`src/rtl/button_conditioner.sv`:
```
// button_conditioner: four independent push-button channels, each with a
// two-flop synchronizer, a debounce counter and a press/release FSM.
// Produces debounced levels and a registered one-cycle pulse per accepted press.
module button_conditioner #(
   parameter int DEBOUNCE_CYCLES = 1000000,
   parameter int CNT_W           = $clog2(DEBOUNCE_CYCLES)
) (
   input  logic       clk,
   input  logic       btnc,
   input  logic       btnu,
   input  logic       btnd,
   input  logic       btnl,
   input  logic       btnr,
   output logic       up_pulse,
   output logic       down_pulse,
   output logic       left_pulse,
   output logic       right_pulse,
   output logic [3:0] btn_db
);

   typedef enum logic [1:0] {
      IDLE       = 2'd0,
      PRESS_WAIT = 2'd1,
      PRESSED    = 2'd2,
      REL_WAIT   = 2'd3
   } state_t;

   localparam logic [CNT_W-1:0] CNT_LAST = CNT_W'(DEBOUNCE_CYCLES - 1);

   logic [3:0] w_raw;
   logic [3:0] r_sync1;
   logic [3:0] r_sync2;
   logic [3:0] w_pulse;
   logic [3:0] w_db;

   assign w_raw = {btnr, btnl, btnd, btnu};

   // Two-flop synchronizer for all four raw buttons.
   always_ff @(posedge clk) begin
      if (btnc) begin
         r_sync1 <= '0;
         r_sync2 <= '0;
      end else begin
         r_sync1 <= w_raw;
         r_sync2 <= r_sync1;
      end
   end

   for (genvar g = 0; g < 4; g++) begin : g_ch
      state_t           r_state;
      state_t           w_state_nxt;
      logic [CNT_W-1:0] r_cnt;
      logic [CNT_W-1:0] w_cnt_nxt;
      logic             r_pulse;
      logic             w_pulse_nxt;
      logic             w_s;

      assign w_s = r_sync2[g];

      // Next-state, counter and pulse decode for one channel.
      always_comb begin
         w_state_nxt = r_state;
         w_cnt_nxt   = r_cnt;
         w_pulse_nxt = 1'b0;
         unique case (r_state)
            IDLE: begin
               if (w_s) begin
                  w_state_nxt = PRESS_WAIT;
                  w_cnt_nxt   = '0;
               end
            end
            PRESS_WAIT: begin
               if (!w_s) begin
                  w_state_nxt = IDLE;
               end else if (r_cnt == CNT_LAST) begin
                  w_state_nxt = PRESSED;
                  w_pulse_nxt = 1'b1;
               end else begin
                  w_cnt_nxt = r_cnt + CNT_W'(1);
               end
            end
            PRESSED: begin
               if (!w_s) begin
                  w_state_nxt = REL_WAIT;
                  w_cnt_nxt   = '0;
               end
            end
            REL_WAIT: begin
               // A release bounce returns to PRESSED without a new pulse.
               if (w_s) begin
                  w_state_nxt = PRESSED;
               end else if (r_cnt == CNT_LAST) begin
                  w_state_nxt = IDLE;
               end else begin
                  w_cnt_nxt = r_cnt + CNT_W'(1);
               end
            end
            default: begin
               w_state_nxt = IDLE;
               w_cnt_nxt   = '0;
            end
         endcase
      end

      // State, counter and pulse registers for one channel.
      always_ff @(posedge clk) begin
         if (btnc) begin
            r_state <= IDLE;
            r_cnt   <= '0;
            r_pulse <= 1'b0;
         end else begin
            r_state <= w_state_nxt;
            r_cnt   <= w_cnt_nxt;
            r_pulse <= w_pulse_nxt;
         end
      end

      assign w_pulse[g] = r_pulse;
      assign w_db[g]    = (r_state == PRESSED) || (r_state == REL_WAIT);
   end

   assign up_pulse    = w_pulse[0];
   assign down_pulse  = w_pulse[1];
   assign left_pulse  = w_pulse[2];
   assign right_pulse = w_pulse[3];
   assign btn_db      = w_db;

endmodule

```
`config.mk`:
```
export PLATFORM = sky130hd
export DESIGN_NAME = button_conditioner
export DESIGN_NICKNAME = d
export VERILOG_FILES = /design/src/rtl/button_conditioner.sv
export SDC_FILE = /design/constraint.sdc
export NUM_CORES = 1
export LEC_CHECK = 0
export ABC_AREA = 1
export CORE_UTILIZATION = 50
export DETAILED_ROUTE_END_ITERATION = 6
export PLACE_DENSITY = 0.67
export SYNTH_ARGS = -nofsm -noshare
export SYNTH_HDL_FRONTEND = slang
export SYNTH_SLANG_ARGS = --single-unit
```
`constraint.sdc`:
```
create_clock -name clk -period 1.81 [get_ports clk]
set_input_delay 0.181 -clock clk [delete_from_list [all_inputs] [get_ports clk]]
set_output_delay 0.181 -clock clk [all_outputs]
set_load 0.1 [all_outputs]
```
* Yosys cells after proc, flatten, opt, wreduce, memory -nomap -nowiden
Index checks and enable logic that the tools add are counted.
** Operators by class
- $add $sub $neg :: 4
- $mul :: 0
- Div/mod/pow operators :: 0
- $lt $le $gt $ge :: 0
- Equality and inequality tests :: 40
- Shift-type cells :: 0
- Muxes and demuxes :: 56
- Bitwise gates (word level) :: 8
- Reductions and logical operators :: 20
** Operators with widths (count)
- 20-bit two-way mux :: 20
- 20-bit case mux with 4 select lines :: 4
- 20-bit by 1-bit adder with 20-bit output (second input constant) :: 4
- 20-bit equality test (second input constant) :: 4
- 2-bit two-way mux :: 24
- 2-bit != test (second input constant) :: 16
- 2-bit case mux with 4 select lines :: 4
- 4-bit AND reduction :: 8
- 3-bit != test (second input constant) :: 8
- 2-bit equality test (second input constant) :: 8
- 3-bit OR reduction :: 4
- 2-bit by 1-bit equality test with 1-bit output (second input constant) :: 4
- 2-bit zero test :: 4
- 1-bit NOT :: 8
- 1-bit logical OR :: 4
- 1-bit two-way mux :: 4
** Word-level totals
- Register bits after elaboration :: 100
- Latch bits :: 0
- Memory bits (writable) :: 0
- ROM bits :: 0
- Bits of input ports :: 6
- Output and inout bits :: 8
- Logic and storage cells :: 142
- Memories :: 0

* Depth between registers and ports, before layout
Gate-level depths: netlist of the first run.
- Depth in word-level cells :: 4
- Mapped depth :: 11
- Mapped depth without buffers :: 11

* Least setup slack after synthesis of the first run
No wires, ideal clock.
- Path kind :: register -> register
- Start point :: register g_ch[0].r_cnt[0]
- End point :: register g_ch[0].r_cnt[15]
- Setup time :: 130 ps
- Arrival :: 1420 ps
- Required time :: 1680 ps
- Setup slack :: 260 ps
- Stages on the path, launching flop included :: 10
- Buffers on the path :: 1
- Clock period less this slack :: 1550 ps
- Cell sequence :: dfxtp_1 -> ha_1 -> nand3_1 -> nor2_1 -> nand3_1 -> nand2_2 -> buf_4 -> nor2_1 -> a21oi_1 -> nor2_1
** On the way
- Longest elaborated chain between the ends :: 4
- Elaborated cells on any way between the ends :: 6
- Classes of those cells :: add/sub (1); eq/ne (1); mux (4)
** RTL lines
- from (decl) :: RTL line 52 : logic [CNT_W-1:0] r_cnt;
- from (signal assigned) :: RTL line 113 : r_cnt <= w_cnt_nxt;
- 20-bit by 1-bit adder with 20-bit output / 20-bit equality test (equally long branches)
- 20-bit two-way mux (*) :: RTL line 75, 92
- 20-bit two-way mux, on equally long branches :: RTL line 90, 73
- 20-bit case mux with 4 select lines (*) :: RTL line 65 : unique case (r_state)
Every way passes the cells marked *; elsewhere a longest branch is shown, timed or not. The select of a mux whose other input is x is not followed.
A chain may end at the register's enable or synchronous reset.

* Worst setup path in the final report of the first run
- Start point :: register g_ch[2].r_cnt[1]
- End point :: register g_ch[2].r_cnt[10]
** On the way
- Longest elaborated chain between the ends :: 4
- Elaborated cells on any way between the ends :: 6
- Classes of those cells :: add/sub (1); eq/ne (1); mux (4)
** RTL lines (RTL line)
- from (decl) :: 52
- from (signal assigned) :: 113
- 20-bit by 1-bit adder with 20-bit output / 20-bit equality test (equally long branches)
- 20-bit two-way mux (*) :: 75, 92
- 20-bit two-way mux, on equally long branches :: 90, 73
- 20-bit case mux with 4 select lines (*) :: 65
Marked as above.

==> metrics.txt, run 1 <==
Vias/cell=5.18; endpoint class of the critical path=register; chip width=109 um; share of post-route cells with drive strength above 1=0.0975; final hold viol count=0; post-synthesis cell area=5700 um^2; critical-path cell list=ha_2 > nand3_2 > nor2_4 > nand3_2 > nand2_2 > nand2_4 > nand2_1 > nand2_1 > a21boi_0; maximum root-to-sink buffer count=2; Tot GR Track Use=0.242; clock-pin slew on the worst setup and hold paths=0.07 ns; num rows=38; placed inst area=5980 um^2; pin count of the biggest net entering global routing=35; total number of vias=5508; Syn Nets=906; area grow syn2layout=11.5%; Bufs and invs on worst path=0; slew of the pin with the lowest slew margin=0.597 ns; Setup violations, final=0; CP Data Required Time=2.09 ns; P_leak=2.26 nW; Most used DFF post-synth=dfxtp_1; final period utilization=0.924; CTS tree=yes; IO buf count=13; critical path launch point type=register; WS Path Type=reg -> reg; cell family with most CP delay=simple AND/OR/NAND/NOR gates; Slew HR=0.602; Cells after Synth=896; nets=928; Placed Cells incl. Taps=1045; Post-CTS Hold Buffers=0; status=complete, no violations; final wirelength=13500 um; ant diodes=0; initial antenna violation count=0; sequential fraction of the synthesis area=0.351; grt total ovfl=0; FF+latch count, synth=100; Synth async-reset ratio=0; Clock Sinks=100; H-Tree Depth=3; global-route wire length before repair=22700 um; io pins=14; design area=6350 um^2; Clock Skews=0.00488 ns; Post-synth EDFFs=0; max cap viols=0; FILL cells=1074; Netlist cell types=33; Hold/Removal Path Class=in -> reg; delay of the slowest critical-path stage=0.39 ns; area of the multi-input gates=3260 um^2; Final ANT Viol Nets=0; VDD IR-drop max=0.000781 V; CTS buffer count=9; Synth top area share=0.351; Data arrival, critical path=1.95 ns; 1st-iter DRT viols=283; RePlAce Congestion=0.904; Core ar.=11000 um^2; worst-path cell with the longest stage delay=dfxtp_1; Syn Area/Cell=6.36 um^2; Reg area=2010 um^2; Synthesis Warnings=0; Die H=109 um; Max Freq=0.598 GHz; Non-Filler Instances=1063; latest clock arrival within the worst-skew pair=0.35 ns; DIE AREA=11800 um^2; synth top area cells=dfxtp_1 (35%), nand2_1 (16%), nor2_1 (12%), inv_1 (5.9%), nand3_1 (5.8%); fin crit period=1.67 ns; # DRC=0; vias in the first global route=5093; leading area contributor after synthesis=dfxtp_1; initial core utilization=0.519; Wirelength per Cell=12.7 um; dpl hpwl=9700 um; Detailed Routing Iterations Pass 1=5; Crit Path Max Fanout=9; Slew Viols, Final=0; root buf cell=clkbuf_16; power density over cell area=679 nW/um^2
==> cells in the mapped netlist, types with 4 or more instances <==
cell and number:
clkbuf_1 12, a21oi_2 5, nor2_1 180, a21boi_0 4
nand2_1 245, nand2_2 6, xnor2_1 9, o21ai_0 19
nand4_1 22, xor2_1 19, nor3_1 14, buf_6 4
dfxtp_1 100, ha_1 4, a21oi_1 52, nand3_2 5
inv_1 89, nand3b_1 4, nand3_1 66, nor2_4 4
==> sequential cells by signal (all words and copies together), names as in the netlist, named ones only <==
name          flops
down_pulse        1
g_ch.r_state      4
r_sync1           4
r_sync2           4
right_pulse       1
left_pulse        1
g_ch.r_cnt       80
up_pulse          1
==> where the power goes <==
part	internal [mW]	total [mW]	switching [mW]
Clock	1.07	1.93	0.853
Sequential	2.21	2.22	0.00750
Combinational	0.0449	0.165	0.121
==> per-stage QoR <==
step	setup TNS, ns	util	total power, mW	hold WS [ns]	setup WS [ns]
after floorplan	0	-	2.38	0.288	0.260
after global placement	0	0.545	2.42	0.400	0.101
after detailed placement	0	0.545	2.43	0.393	0.0304
after CTS	0	0.571	4.36	0.150	0.00654
after global routing	-0.00221	0.578	4.44	0.178	-0.00221
final	0	0.578	4.31	0.174	0.138
==> area by class of cell <==
class	count	area share
Tap cell	140	0.0276
Inverter	96	0.0591
Sequential cell	100	0.316
Multi-Input combinational cell	679	0.513
Clock buffer	12	0.0372
Timing Repair Buffer	32	0.0390
Clock inverter	4	0.00788
==> metal layers <==
layer	wire length, um	vias up	track usage
li1	-	2885	-
met1	6270	2476	0.303
met2	6400	130	0.406
met3	609	17	0.0538
met4	199	0	0.0898
met5	0	-	0
==> what timing repair did <==
action,4_1_cts,5_1_grt
endpoints found under the setup margin,0,47
resized for setup,0,24
buffers inserted,0,1
==> path summary, 6_finish.rpt <==
path,endpoint,cells past startpoint,from,slack (ns)
min,g_ch[0].r_cnt[15],2,btnc,0.17
max reg2reg,g_ch[2].r_cnt[10],9,g_ch[2].r_cnt[1],0.14
max,g_ch[2].r_cnt[10],9,g_ch[2].r_cnt[1],0.14
min reg2reg,r_sync2[3],2,r_sync1[3],0.40
==> cell families (layout without fill, tap and decap cells) <==
kind of cell    Yosys count  in the layout  share of synthesized area
fa+ha+maj                 4              4                    0.00879
compound gates           86             86                     0.0832
buf+inv                 118            144                     0.0859
flops                   100            100                      0.351
xor+xnor                 28             28                     0.0430
simple gates            560            561                      0.428
==> cell usage in the layout (no fill, tap or decap), types with 14 or more instances in the layout <==
cell type	instances
a21oi_1	51
buf_4	27
dfxtp_1	94
inv_1	89
nand2_1	244
nand3_1	66
nand4_1	22
nor2_1	177
nor3_1	14
o21ai_0	19
xor2_1	19
(Power assumes the default switching activity.)
==> inputs of run 2 (changes only) <==
--- a/config.mk
+++ b/config.mk
@@ -6,9 +6,9 @@
 export NUM_CORES = 1
 export LEC_CHECK = 0
 export ABC_AREA = 1
-export CORE_UTILIZATION = 50
+export CORE_UTILIZATION = 60
 export DETAILED_ROUTE_END_ITERATION = 6
-export PLACE_DENSITY = 0.67
+export PLACE_DENSITY = 0.78
 export SYNTH_ARGS = -nofsm -noshare
 export SYNTH_HDL_FRONTEND = slang
 export SYNTH_SLANG_ARGS = --single-unit
==> constraint.sdc (replaced) <==
create_clock -name clk -period 2.1 [get_ports clk]
set_input_delay 0.21 -clock clk [delete_from_list [all_inputs] [get_ports clk]]
set_output_delay 0.21 -clock clk [all_outputs]
set_load 0.1 [all_outputs]
==> metrics.txt, run 2 (synthesis gave the netlist of run 1 again) <==
status=complete, no violations (unchanged); Setup violations, final=0 (unchanged); share of post-route cells with drive strength above 1=0.0725 (was 0.0975); Hold Crit Start=btnc (unchanged); ant diodes=0 (unchanged); final period utilization=0.870 (was 0.924); endpoint class of the critical path=register (unchanged); Final ANT Viol Nets=0 (unchanged); P_leak=2.18 nW (was 2.26 nW); num rows=35 (was 38); global-route wire length before repair=21900 um (was 22700 um); WS Path Type=reg -> reg (unchanged); Largest Register=g_ch.r_cnt (unchanged); clock-pin slew on the worst setup and hold paths=0.10 ns (was 0.07 ns); R2R Path Start=g_ch[2].r_cnt[0] (was g_ch[2].r_cnt[1]); final hold viol count=0 (unchanged); Clock Skews=0.0112 ns (was 0.00488 ns); final core utilization=0.664 (was 0.578); Data arrival, critical path=2.13 ns (was 1.95 ns); latest clock arrival within the worst-skew pair=0.38 ns (was 0.35 ns); chip width=99.4 um (was 109 um); cts repair resizes=0 (unchanged); nets=915 (was 928); CP Data Required Time=2.40 ns (was 2.09 ns); critical path launch point type=register (unchanged); FILL cells=809 (was 1074); Post-CTS Hold Buffers=0 (unchanged); Largest register FFs=80 (unchanged); CTS buffer count=9 (unchanged); Detailed Routing Iterations Pass 1=5 (unchanged); RSZ-0062 raised after global routing=no; setup TNS=0 ns (unchanged); area grow syn2layout=7.69% (was 11.5%); root buf cell=clkbuf_8 (was clkbuf_16); Crit. Startpoint=g_ch[2].r_cnt[0] (was g_ch[2].r_cnt[1]); DIE AREA=9890 um^2 (was 11800 um^2); Core ar.=9240 um^2 (was 11000 um^2); dpl hpwl=9280 um (was 9700 um); Clock Sinks=100 (unchanged); IO buf count=13 (unchanged); fin crit period=1.83 ns (was 1.67 ns); grt total ovfl=0 (unchanged); power density over cell area=576 nW/um^2 (was 679 nW/um^2); Max Freq=0.547 GHz (was 0.598 GHz); vias in the first global route=5013 (was 5093); Crit path top cell by count=nand2_1; post-CTS setup buffers=0 (unchanged); Tot GR Track Use=0.271 (was 0.242); Slew Viols, Final=0 (unchanged); max cap viols=0 (unchanged); 1st-iter DRT viols=259 (was 283); total number of vias=5507 (was 5508); Die H=99.4 um (was 109 um); final worst slack=0.272 ns (was 0.138 ns); io pins=14 (unchanged); commonest non-fill, non-tap cell in the layout=nand2_1 (unchanged); # DRC=0 (unchanged); VDD IR-drop max=0.000526 V (was 0.000781 V); final wirelength=12800 um (was 13500 um); initial core utilization=0.617 (was 0.519); initial antenna violation count=0 (unchanged); critical-path cell list=ha_1 > nand3_2 > nor2_4 > nand3_2 > nand2_1 > nand2_2 > nand2_1 > nand2_1 > a21boi_0 (was ha_2 > nand3_2 > nor2_4 > nand3_2 > nand2_2 > nand2_4 > nand2_1 > nand2_1 > a21boi_0); Slew HR=0.623 (was 0.602); Place WS=0.331 ns (was 0.0304 ns); Hold/Removal Path Class=in -> reg (unchanged); slew of the pin with the lowest slew margin=0.565 ns (was 0.597 ns); worst-path cell with the longest stage delay=dfxtp_1 (unchanged); most frequent cells in the layout=nand2_1 (245), nor2_1 (180), dfxtp_1 (100) (was nand2_1 (244), nor2_1 (177), dfxtp_1 (94)); RePlAce Congestion=0.936 (was 0.904); Crit Path Max Fanout=17 (was 9); pin count of the biggest net entering global routing=29 (was 35); CTS tree=yes (unchanged); H-Tree Depth=3 (unchanged); maximum root-to-sink buffer count=2 (unchanged); delay of the slowest critical-path stage=0.41 ns (was 0.39 ns); Vias/cell=5.30 (was 5.18); Wirelength per Cell=12.3 um (was 12.7 um)
[run 2: final timing paths]
check                 endpoint  slack (ns)  cells past startpoint
max          g_ch[2].r_cnt[10]        0.27                      9
min          g_ch[0].r_cnt[15]        0.18                      2
max reg2reg  g_ch[2].r_cnt[10]        0.27                      9
min reg2reg         r_sync2[3]        0.42                      2
[run 2: area by class of cell]
| type | instances | area [um^2] | area share |
|---|---|---|---|
| tap | 129 | 161 | 0.0263 |
| inverter | 96 | 362 | 0.0589 |
| multi-input combinational | 678 | 3210 | 0.523 |
| sequential | 100 | 2000 | 0.326 |
| clock inverter | 7 | 123 | 0.0200 |
| clock buffer | 9 | 124 | 0.0202 |
| timing repair buffer | 20 | 158 | 0.0257 |
[run 2: critical path: cells and delay by family (launching register included)]
family	cells	cell delay, ns
simple gates	7	0.96
flops	1	0.41
compound gates	1	0.15
fa+ha+maj	1	0.24
[run 2: routing by layer]
layer,wire length [um],share of wire,vias up,GRT usage
li1,-,-,2850,-
met1,5800,0.45,2499,0.347
met2,6130,0.48,142,0.460
met3,671,0.053,16,0.0478
met4,156,0.012,0,0.0973
met5,0,0,-,0
[run 2: power breakdown]
group          internal (mW)  switching (mW)  leakage, nW
Combinational         0.0324          0.0942         1.25
Sequential              1.91         0.00789        0.807
Clock                  0.797           0.698        0.116
Total                   2.73           0.800         2.18
[run 2: metrics by stage]
step / total power, mW / cell area [um^2] / hold slack [ns] / instances
detailed placement: 2.08 / 5890 / 0.401 / 1023
CTS: 3.57 / 6130 / 0.178 / 1039
floorplan: 2.05 / 5700 / 0.317 / 896
global placement: 2.08 / 5890 / 0.391 / 1023
finish: 3.53 / 6130 / 0.178 / 1039
global route: 3.67 / 6130 / 0.191 / 1039
==> inputs of run 3 (changes only) <==
--- a/config.mk
+++ b/config.mk
@@ -7,7 +7,9 @@
 export LEC_CHECK = 0
 export ABC_AREA = 1
 export CORE_UTILIZATION = 60
+export CTS_BUF_LIST = sky130_fd_sc_hd__clkbuf_8
 export DETAILED_ROUTE_END_ITERATION = 6
+export HOLD_SLACK_MARGIN = 0.03
 export PLACE_DENSITY = 0.78
 export SYNTH_ARGS = -nofsm -noshare
 export SYNTH_HDL_FRONTEND = slang
==> constraint.sdc (replaced) <==
create_clock -name clk -period 2.1 [get_ports clk]
set_input_delay 0.21 -clock clk [delete_from_list [all_inputs] [get_ports clk]]
set_output_delay 0.21 -clock clk [all_outputs]
set_load 0.02 [all_outputs]
==> metrics.txt, run 3 (synthesis gave the netlist of run 1 again) <==
status=complete, no violations (unchanged); Tot GR Track Use=0.272 (was 0.271); design area=6100 um^2 (was 6130 um^2); Final ANT Viol Nets=0 (unchanged); Clock Skews=0.0125 ns (was 0.0112 ns); fin crit period=1.82 ns (was 1.83 ns); Largest register FFs=80 (unchanged); Slew Viols, Final=0 (unchanged); CTS tree=yes (unchanged); most frequent cells in the layout=nand2_1 (245), nor2_1 (180), dfxtp_1 (100) (unchanged); placed inst area=5920 um^2 (was 5890 um^2); io pins=14 (unchanged); grt total ovfl=0 (unchanged); max cap viols=0 (unchanged); ant diodes=0 (unchanged); num rows=35 (unchanged); endpoint class of the critical path=register (unchanged); WS Path Type=reg -> reg (unchanged); Setup violations, final=0 (unchanged); final wirelength=12900 um (was 12800 um); post-CTS setup buffers=0 (unchanged); Crit path top cell by count=nand3_1 (was nand2_1); Detailed Routing Iterations Pass 1=6 (was 5); total number of vias=5564 (was 5507); chip width=99.4 um (unchanged); area grow syn2layout=7.09% (was 7.69%); Max Freq=0.550 GHz (was 0.547 GHz); initial antenna violation count=0 (unchanged); initial core utilization=0.617 (unchanged); vias in the first global route=5086 (was 5013); nets=916 (was 915); Placed Cells incl. Taps=1024 (was 1023); Data arrival, critical path=2.11 ns (was 2.13 ns); dpl hpwl=9470 um (was 9280 um); delay of the slowest critical-path stage=0.38 ns (was 0.41 ns); maximum root-to-sink buffer count=2 (unchanged); cts repair resizes=0 (unchanged); RePlAce Congestion=0.925 (was 0.936); clock-pin slew on the worst setup and hold paths=0.09 ns (was 0.10 ns); root buf cell=clkbuf_8 (unchanged); FILL cells=861 (was 809); critical-path cell list=ha_1 > nand3_1 > nor2_1 > nand3_1 > nand2_2 > inv_2 > nand3_1 > nand2_1 > a21oi_1 (was ha_1 > nand3_2 > nor2_4 > nand3_2 > nand2_1 > nand2_2 > nand2_1 > nand2_1 > a21boi_0); cell family with most CP delay=simple AND/OR/NAND/NOR gates (unchanged); # DRC=0 (unchanged); CP Data Required Time=2.40 ns (about the same); RSZ-0062 raised after global routing=no (unchanged); Largest Register=g_ch.r_cnt (unchanged); final period utilization=0.866 (was 0.870); pin count of the biggest net entering global routing=31 (was 29); 1st-iter DRT viols=269 (was 259); Non-Filler Instances=1040 (was 1039); critical path launch point type=register (unchanged); Bufs and invs on worst path=1 (was 0); commonest non-fill, non-tap cell in the layout=nand2_1 (unchanged); Crit Path Max Fanout=15 (was 17); power density over cell area=530 nW/um^2 (was 576 nW/um^2); Vias/cell=5.35 (was 5.30); share of post-route cells with drive strength above 1=0.0615 (was 0.0725); Post-CTS Hold Buffers=0 (unchanged); CTS buffer count=9 (unchanged); Die H=99.4 um (unchanged); Hold/Removal Path Class=in -> reg (unchanged); DIE AREA=9890 um^2 (unchanged); latest clock arrival within the worst-skew pair=0.37 ns (was 0.38 ns); global-route wire length before repair=22100 um (was 21900 um); worst-path cell with the longest stage delay=dfxtp_1 (unchanged); P_leak=2.15 nW (was 2.18 nW); Wirelength per Cell=12.4 um (was 12.3 um); Core ar.=9240 um^2 (unchanged); Clock Sinks=100 (unchanged); slew of the pin with the lowest slew margin=0.513 ns (was 0.565 ns); Slew HR=0.658 (was 0.623); final hold viol count=0 (unchanged); VDD IR-drop max=0.000470 V (was 0.000526 V); H-Tree Depth=3 (unchanged); setup TNS=0 ns (unchanged); IO buf count=13 (unchanged)
[run 3: cell types whose count changed in the layout (fill, tap and decap cells not counted)]
cell             before  now
buf_4                15    8
bufinv_16             3    1
inv_6                 1    0
clkinv_4              1    0
inv_1                89   92
clkinv_2              1    2
clkdlybuf4s50_1       4   12
[run 3: final cells by class]
cell class / instances / area (um^2) / area share
timing repair buffer: 21 / 185 / 0.0304
tap: 129 / 161 / 0.0265
multi-input combinational: 678 / 3210 / 0.525
sequential: 100 / 2000 / 0.328
clock inverter: 7 / 61.3 / 0.0100
inverter: 96 / 362 / 0.0593
clock buffer: 9 / 124 / 0.0203
[run 3: stage by stage]
| stage | utilization | hold WS [ns] | total power, mW | setup slack (ns) |
|---|---|---|---|---|
| 2_1_floorplan | - | 0.317 | 2.05 | 0.550 |
| 3_3_place_gp | 0.640 | 0.392 | 2.08 | 0.406 |
| 3_5_place_dp | 0.640 | 0.398 | 2.08 | 0.299 |
| 4_1_cts | 0.660 | 0.202 | 3.26 | 0.270 |
| 5_1_grt | 0.660 | 0.207 | 3.35 | 0.0380 |
| 6_report | 0.660 | 0.205 | 3.23 | 0.280 |
[run 3: worst paths after layout]
path,start,to,slack (ns),cells after the start
worst max-delay path,g_ch[0].r_cnt[0],g_ch[0].r_cnt[5],0.28,9
worst min-delay path,btnc,g_ch[0].r_cnt[15],0.20,2
worst max register to register,g_ch[0].r_cnt[0],g_ch[0].r_cnt[5],0.28,9
worst min register to register,r_sync1[3],r_sync2[3],0.41,2
[run 3: where the power goes]
part	switching [mW]	leakage [nW]	total (mW)	internal, mW
Sequential	0.00798	0.807	1.91	1.91
Clock	0.656	0.0990	1.19	0.537
Combinational	0.0936	1.24	0.127	0.0335
Total	0.758	2.15	3.23	2.48
[run 3: metal layers]
metal	global-route usage	share of wire	vias up
li1	-	-	2866
met5	0	0	-
met4	0.0837	0.014	0
met3	0.0576	0.048	18
met2	0.471	0.48	144
met1	0.338	0.46	2536
[run 3: worst reg2reg max path, cell delays in order (launching register included)]
cell     delay, ns
dfxtp_1       0.38
ha_1          0.24
nand3_1       0.13
nor2_1        0.12
nand3_1       0.19
nand2_2       0.26
inv_2         0.18
nand3_1       0.11
nand2_1       0.05
a21oi_1       0.11
